<file path="src/rtl/memwriter.sv">
// rtl/memwriter.sv - 16-deep fill-once memory writer with registered read port
module memwriter #(
   parameter int WIDTH = 4
) (
   input  logic             clk,
   input  logic             reset,
   input  logic             start,
   input  logic [WIDTH-1:0] din,
   input  logic             valid,
   output logic             ready,
   input  logic [3:0]       addr,
   output logic [WIDTH-1:0] dout,
   output logic [4:0]       count,
   output logic             full,
   output logic             done
);

   typedef enum logic [1:0] {
      IDLE = 2'd0,
      FILL = 2'd1,
      FULL = 2'd2
   } state_t;

   state_t           state_q, state_d;
   logic [3:0]       wptr_q, wptr_d;
   logic [4:0]       count_q, count_d;
   logic             done_q, done_d;
   logic [WIDTH-1:0] dout_q, dout_d;
   logic             wr_en;

   // Storage is deliberately left out of reset; only a completed fill makes it meaningful.
   logic [WIDTH-1:0] mem_q [16];

   // Next-state logic: start always wins over a beat, and ready/full depend on state alone.
   always_comb begin
      state_d = state_q;
      wptr_d  = wptr_q;
      count_d = count_q;
      done_d  = 1'b0;
      wr_en   = 1'b0;
      ready   = 1'b0;
      full    = 1'b0;
      dout_d  = mem_q[addr];

      case (state_q)
         IDLE: begin
            if (start) begin
               state_d = FILL;
               wptr_d  = 4'd0;
               count_d = 5'd0;
            end
         end

         FILL: begin
            ready = 1'b1;
            if (start) begin
               wptr_d  = 4'd0;
               count_d = 5'd0;
            end else if (valid) begin
               wr_en   = 1'b1;
               wptr_d  = wptr_q + 4'd1;
               count_d = count_q + 5'd1;
               // The last slot completes the fill; done rises together with full.
               if (wptr_q == 4'd15) begin
                  state_d = FULL;
                  done_d  = 1'b1;
               end
            end
         end

         FULL: begin
            full = 1'b1;
            if (start) begin
               state_d = FILL;
               wptr_d  = 4'd0;
               count_d = 5'd0;
            end
         end

         default: begin
            state_d = IDLE;
            wptr_d  = 4'd0;
            count_d = 5'd0;
         end
      endcase
   end

   // Control and read-data registers with synchronous reset.
   always_ff @(posedge clk) begin
      if (reset) begin
         state_q <= IDLE;
         wptr_q  <= 4'd0;
         count_q <= 5'd0;
         done_q  <= 1'b0;
         dout_q  <= '0;
      end else begin
         state_q <= state_d;
         wptr_q  <= wptr_d;
         count_q <= count_d;
         done_q  <= done_d;
         dout_q  <= dout_d;
      end
   end

   // Memory write; a beat coinciding with reset is dropped.
   always_ff @(posedge clk) begin
      if (!reset && wr_en) begin
         mem_q[wptr_q] <= din;
      end
   end

   assign dout  = dout_q;
   assign count = count_q;
   assign done  = done_q;

endmodule

</file>
<file path="config.mk">
export PLATFORM = sky130hd
export DESIGN_NAME = memwriter
export DESIGN_NICKNAME = d
export VERILOG_FILES = /design/src/rtl/memwriter.sv
export SDC_FILE = /design/constraint.sdc
export NUM_CORES = 1
export LEC_CHECK = 0
export ABC_AREA = 1
export BUFFER_PORTS_ARGS = -buffer_cell sky130_fd_sc_hd__buf_2
export CELL_PAD_IN_SITES_DETAIL_PLACEMENT = 1
export CELL_PAD_IN_SITES_GLOBAL_PLACEMENT = 1
export CORE_ASPECT_RATIO = 1.5
export CORE_MARGIN = 1
export CORE_UTILIZATION = 49
export CTS_BUF_LIST = sky130_fd_sc_hd__clkbuf_2
export DETAILED_ROUTE_END_ITERATION = 7
export GPL_TIMING_DRIVEN = 1
export HOLD_SLACK_MARGIN = 0.12
export PLACE_DENSITY = 0.84
export SETUP_SLACK_MARGIN = 0.05
export SLEW_MARGIN = 20
export SYNTH_ARGS = -nofsm -noshare
export SYNTH_HDL_FRONTEND = slang
export SYNTH_SLANG_ARGS = --single-unit
export TNS_END_PERCENT = 100
</file>
<file path="constraint.sdc">
create_clock -name clk -period 2.04 [get_ports clk]
set_clock_uncertainty 0.1 [all_clocks]
set_input_delay 0.408 -clock clk [delete_from_list [all_inputs] [get_ports clk]]
set_output_delay 0.408 -clock clk [all_outputs]
set_load 0.03 [all_outputs]
</file>
=== Word-level counts from Yosys, hierarchy flattened ===
Memory sizes are Yosys's and may differ from the RTL's. A register that Yosys moved wholly into a read port is not among the register bits.
Cells that the tools add are included.

* Register bits after elaboration: 12
* Bits in writable memories: 64
* Bits of input ports: 12
* Memories: 1

* $add $sub $neg: 2
* Equality and inequality tests: 8
* Muxes and demuxes: 21
* Bitwise operators: 2
* Reduce and logical (&&, ||, !) cells: 7

{| class="wikitable"
|+ Memory list
! name !! words !! width !! rd ports !! clocked after Yosys merged registers in !! wr ports !! line !! source
|-
| mem_q || 16 || 4 || 1 || 1 || 1 || 32 || <nowiki>logic [WIDTH-1:0] mem_q [16];</nowiki>
|}

{| class="wikitable"
|+ Operator list
! operator !! number
|-
| $mux W5 || 3
|-
| $mux W4 || 3
|-
| $pmux W5 S2 || 1
|-
| $mux W1 || 8
|-
| $mux W2 || 4
|-
| $pmux W4 S2 || 1
|-
| $ne A2 B2 Y1 const B || 3
|-
| $add A5 B1 Y5 const B || 1
|-
| $add A4 B1 Y4 const B || 1
|-
| $eq A4 B4 Y1 const B || 1
|-
| $pmux W2 S2 || 1
|-
| $reduce_and A4 Y1 || 1
|-
| $reduce_or A4 Y1 || 1
|-
| $ne A3 B3 Y1 const B || 1
|-
| $eq A2 B1 Y1 const B || 1
|-
| $eq A2 B2 Y1 const B || 1
|-
| $logic_not A2 Y1 || 1
|-
| $ne A2 B1 Y1 const B || 1
|-
| $not A1 Y1 || 2
|-
| $reduce_and A2 Y1 || 1
|-
| $reduce_or A2 Y1 || 1
|-
| $logic_and A1 B1 Y1 || 1
|-
| $logic_not A1 Y1 || 1
|}

=== Longest topological paths before layout ===
* Word-level depth: 6
* Gate-level depth with buffers: 9

=== Worst setup path after synthesis ===
Ideal clock, no wire load.

* Path type: register to register
* From: reg state_q[0]
* To: mem mem_q[12][0], enable pin
* Arrival: 1.211 ns
* Setup slack: 0.400 ns
* Stages on the path, launching flop included: 7
* Path buffers: 0
* Clock period less this slack: 1.640 ns
* Cells stage by stage: dfxtp_1 -> inv_2 -> nor2_4 -> nand2_2 -> nor2_8 -> nand2_2 -> nor2_1

* Longest elaborated chain between the ends: 5

{| class="wikitable"
|+ Ends and longest elaborated chain
! item !! line !! source
|-
| start: declaration || 24 || <nowiki>state_t state_q, state_d;</nowiki>
|-
| start signal: assignment || 97 || <nowiki>state_q <= state_d;</nowiki>
|-
| $eq A2 B1 Y1 || 45 || <nowiki>case (state_q)</nowiki>
|-
| $mux W1 || 45 ||
|-
| $logic_and A1 B1 Y1 || 107 || <nowiki>if (!reset && wr_en) begin</nowiki>
|-
| $mux W1 || 107 ||
|-
| $mux W1 (implied by the code) || 108 || <nowiki>mem_q[wptr_q] <= din;</nowiki>
|-
| end: declaration || 32 ||
|}

Every way passes these cells.

=== Worst setup path in the final report ===
* From: reg state_q[0]
* To: out ready

* Longest elaborated chain between the ends: 2

{| class="wikitable"
|+ Ends and longest elaborated chain
! item !! line !! source
|-
| $eq A2 B1 Y1 || 45 ||
|-
| $mux W1 || 45 ||
|-
| end: declaration || 10 || <nowiki>output logic ready,</nowiki>
|}

Every way passes these cells.

==> results by group <==
Global route
  – Met2 usage: 0.461
  – GRT Max-Usage Layer: met2
  – Initial antenna violation count: 0
  – Wire length of the first global-routing pass: 13.6 mm
  – Largest net degree at the start of global routing: 33
  – Remaining Overflow, GRT: 0
  – Vias in the first global route: 2680
  – GRT met3 Usage: 0.0341
  – M1 GR Usage: 0.263
  – All-Layer GR Usage: 0.251

Cells and area
  – Most common cell after layout, fill and taps aside: nand2_1
  – Share of layout cells above drive strength 1: 0.155
  – Most frequent cells in the layout: nand2_1, edfxtp_1, inv_1
  – Nets: 411
  – Filler cells: 818
  – Area Growth Syn to Fin: 8.99%
  – Layout Cell Area excl Fill: 0.00388 mm²
  – Final core utilization: 0.559
  – N_diodes: 0

Floorplanning
  – Die W: 71.6 µm
  – Site Rows: 37
  – Initial Util: 0.513
  – DIE HEIGHT: 106 µm
  – Io pins: 24
  – Die area: 0.00762 mm²
  – Core area: 0.00694 mm²

Power
  – P_leak: 1.67 nW
  – VDD IR-drop max: 0.461 mV
  – Switching power: 700 µW
  – Sw frac: 0.237
  – Pwr dens: 761 mW/mm²
  – Internal cell power: 2.26 mW
  – Flop pwr share: 0.602
  – Combinational Power Share: 0.080
  – Clock Power Share: 0.318

Critical path
  – CP startpoint kind: flop
  – Kind of end point of the critical path: output pin
  – Worst R2R End: mem_q[12][0]$_DFFE_PP_
  – Critical Path Fanout Max: 4
  – WS Path Type: flop to output pin
  – Critical path data arrival time: 1410 ps
  – Worst R2R Start: state_q[0]$_SDFFE_PP0P_
  – R2R setup slack: 250 ps
  – R2R cell count: 6
  – Critical Path RT: 1530 ps

Timing
  – Worst-margin pin slew: 472 ps
  – Period Utilization, post-route: 0.940
  – Slew margin rel.: 0.684
  – RSZ-0062 raised after global routing: false
  – Final hold slack: 141 ps
  – Final Hold Violating Endpoints: 0
  – FMAX: 521 MHz
  – Fin Setup TNS: 0 ps
  – Pins Over Slew Limit: 0
  – Setup ws final: 121 ps
  – Post-route minimum period: 1920 ps
  – Final Setup Violations: 0

Yosys
  – Synth area leaders: edfxtp_1, nand2_1, dfxtp_1
  – Syn Area/Cell: 9.79 µm²
  – Area share of the largest cell type after synthesis: 0.539
  – Yosys cell types: 24
  – Synth warnings: 0
  – #FFs+latches synth: 80
  – Yosys top cell by area: edfxtp_1
  – Register area share after synthesis: 0.629
  – Synth Cell Area: 0.00356 mm²
  – Mapped Nets: 381
  – Gate Count Post-Synth: 364

Clock tree
  – Clock root buffer: clkbuf_2
  – Clock Latency Late Sink: 560 ps
  – H-tree depth reported by CTS: 3
  – Worst-path clk slew: 230 ps
  – Postcts setup bufs: 0
  – TritonCTS clock tree: yes
  – Clock Path Buffers: 2
  – # clock sinks: 80
  – Cts bufs inserted: 9

Detailed routing
  – Final WL: 8.68 mm
  – Routed wire per std cell: 18.2 µm
  – Via count of the routed design: 2524
  – Drt pass-1 iters: 4
  – Antenna Nets Post-Route: 0
  – Drt drc: 0
  – DR iter-0 viols: 128
  – Vias/cell: 5.29

Hold path
  – Hold depth: 1
  – Hold path endpoint: mem_q[3][3]$_DFFE_PP_
  – Hold_sp: din[3]
  – Hold Crit Class: input port to flop

Place
  – Place WS: 159 ps
  – DP HPWL: 6.39 mm
  – Routability cong.: 0.924
  – Port Buffers: 23
  – Area post-placement: 0.00370 mm²

Run
  – MaxCap Viol Count: 0

Status
  – Outcome: complete, no violations
-- through the flow --
stage | cells | power [mW]
after floorplan | 364 | 1.97
after global placement | 456 | 2.03
after detailed placement | 456 | 2.04
after CTS | 477 | 2.96
after global routing | 477 | 3.02
final | 477 | 2.96
-- metal layers --
layer | part of all wire | up-vias
met5 | 0 | -
met4 | 0.038 | 0
met3 | 0.024 | 26
met2 | 0.56 | 56
met1 | 0.38 | 1207
li1 | - | 1235
-- layout make-up --
type	instances	area [µm²]	share of cell area
Sequential cell	80	2240	0.577
Multi-Input combinational cell	219	1020	0.263
Inverter	53	204	0.0525
Timing Repair Buffer	31	188	0.0483
Tap cell	78	97.6	0.0251
Clock inverter	4	70.1	0.0180
Clock buffer	12	60.1	0.0155
-- worst max-delay path: stages (launching register included) --
cell and delay, ps:
dfxtp_1 430, inv_2 80, nor2_4 140, buf_2 220
-- state kept, by name (all words and copies together), names as in the netlist --
signal   cells
mem_q       64
done         1
count        5
wptr_q       4
dout         4
state_q      2
-- power groups by stage --
stage	Combinational (mW)	Sequential, mW	Clock (mW)
after floorplan	0.135	1.83	0
after global placement	0.219	1.81	0
after detailed placement	0.227	1.82	0
after CTS	0.236	1.78	0.947
after global routing	0.256	1.78	0.984
final	0.236	1.78	0.942
-- cell families after synthesis --
| kind of cell | after synthesis | share of synthesized area |
|---|---|---|
| buf+inv | 65 | 0.0839 |
| flops | 80 | 0.629 |
| simple gates | 195 | 0.239 |
| fa+ha+maj | 5 | 0.0176 |
| compound gates | 19 | 0.0298 |
-- synth_stat cells --
cell type  count
o31ai_1        1
dfxtp_1       16
nand2_1      110
nor3_1         1
o21ai_2        1
a31o_2         1
a31oi_1        1
inv_2          5
nand4_1        1
buf_4          4
nand2_2        5
a21oi_1        7
nor2_8         1
inv_4          2
edfxtp_1      64
inv_1         46
o21ai_1        8
nor2_4         2
nor2_1        28
ha_1           5
nor3_2         3
buf_6          4
buf_2          4
nand3_1       44
-- worst max path at each step --
| stage | to | startpoint | cells after the start |
|---|---|---|---|
| finish | ready | state_q[0]$_SDFFE_PP0P_ | 3 |
| global route | ready | state_q[0]$_SDFFE_PP0P_ | 3 |
| floorplan | mem_q[12][0]$_DFFE_PP_ | state_q[0]$_SDFFE_PP0P_ | 6 |
| detailed placement | mem_q[12][2]$_DFFE_PP_ | reset | 6 |
| global placement | mem_q[5][2]$_DFFE_PP_ | start | 6 |
| CTS | full | state_q[1]$_SDFFE_PP0P_ | 3 |
-- what timing repair did --
item / 4_1_cts / 5_1_grt
hold buffers: 5 / 0
endpoints found under the hold margin: 6 / 0
resized for setup: 0 / 0
No activity file was read; power rests on OpenSTA's default activity.
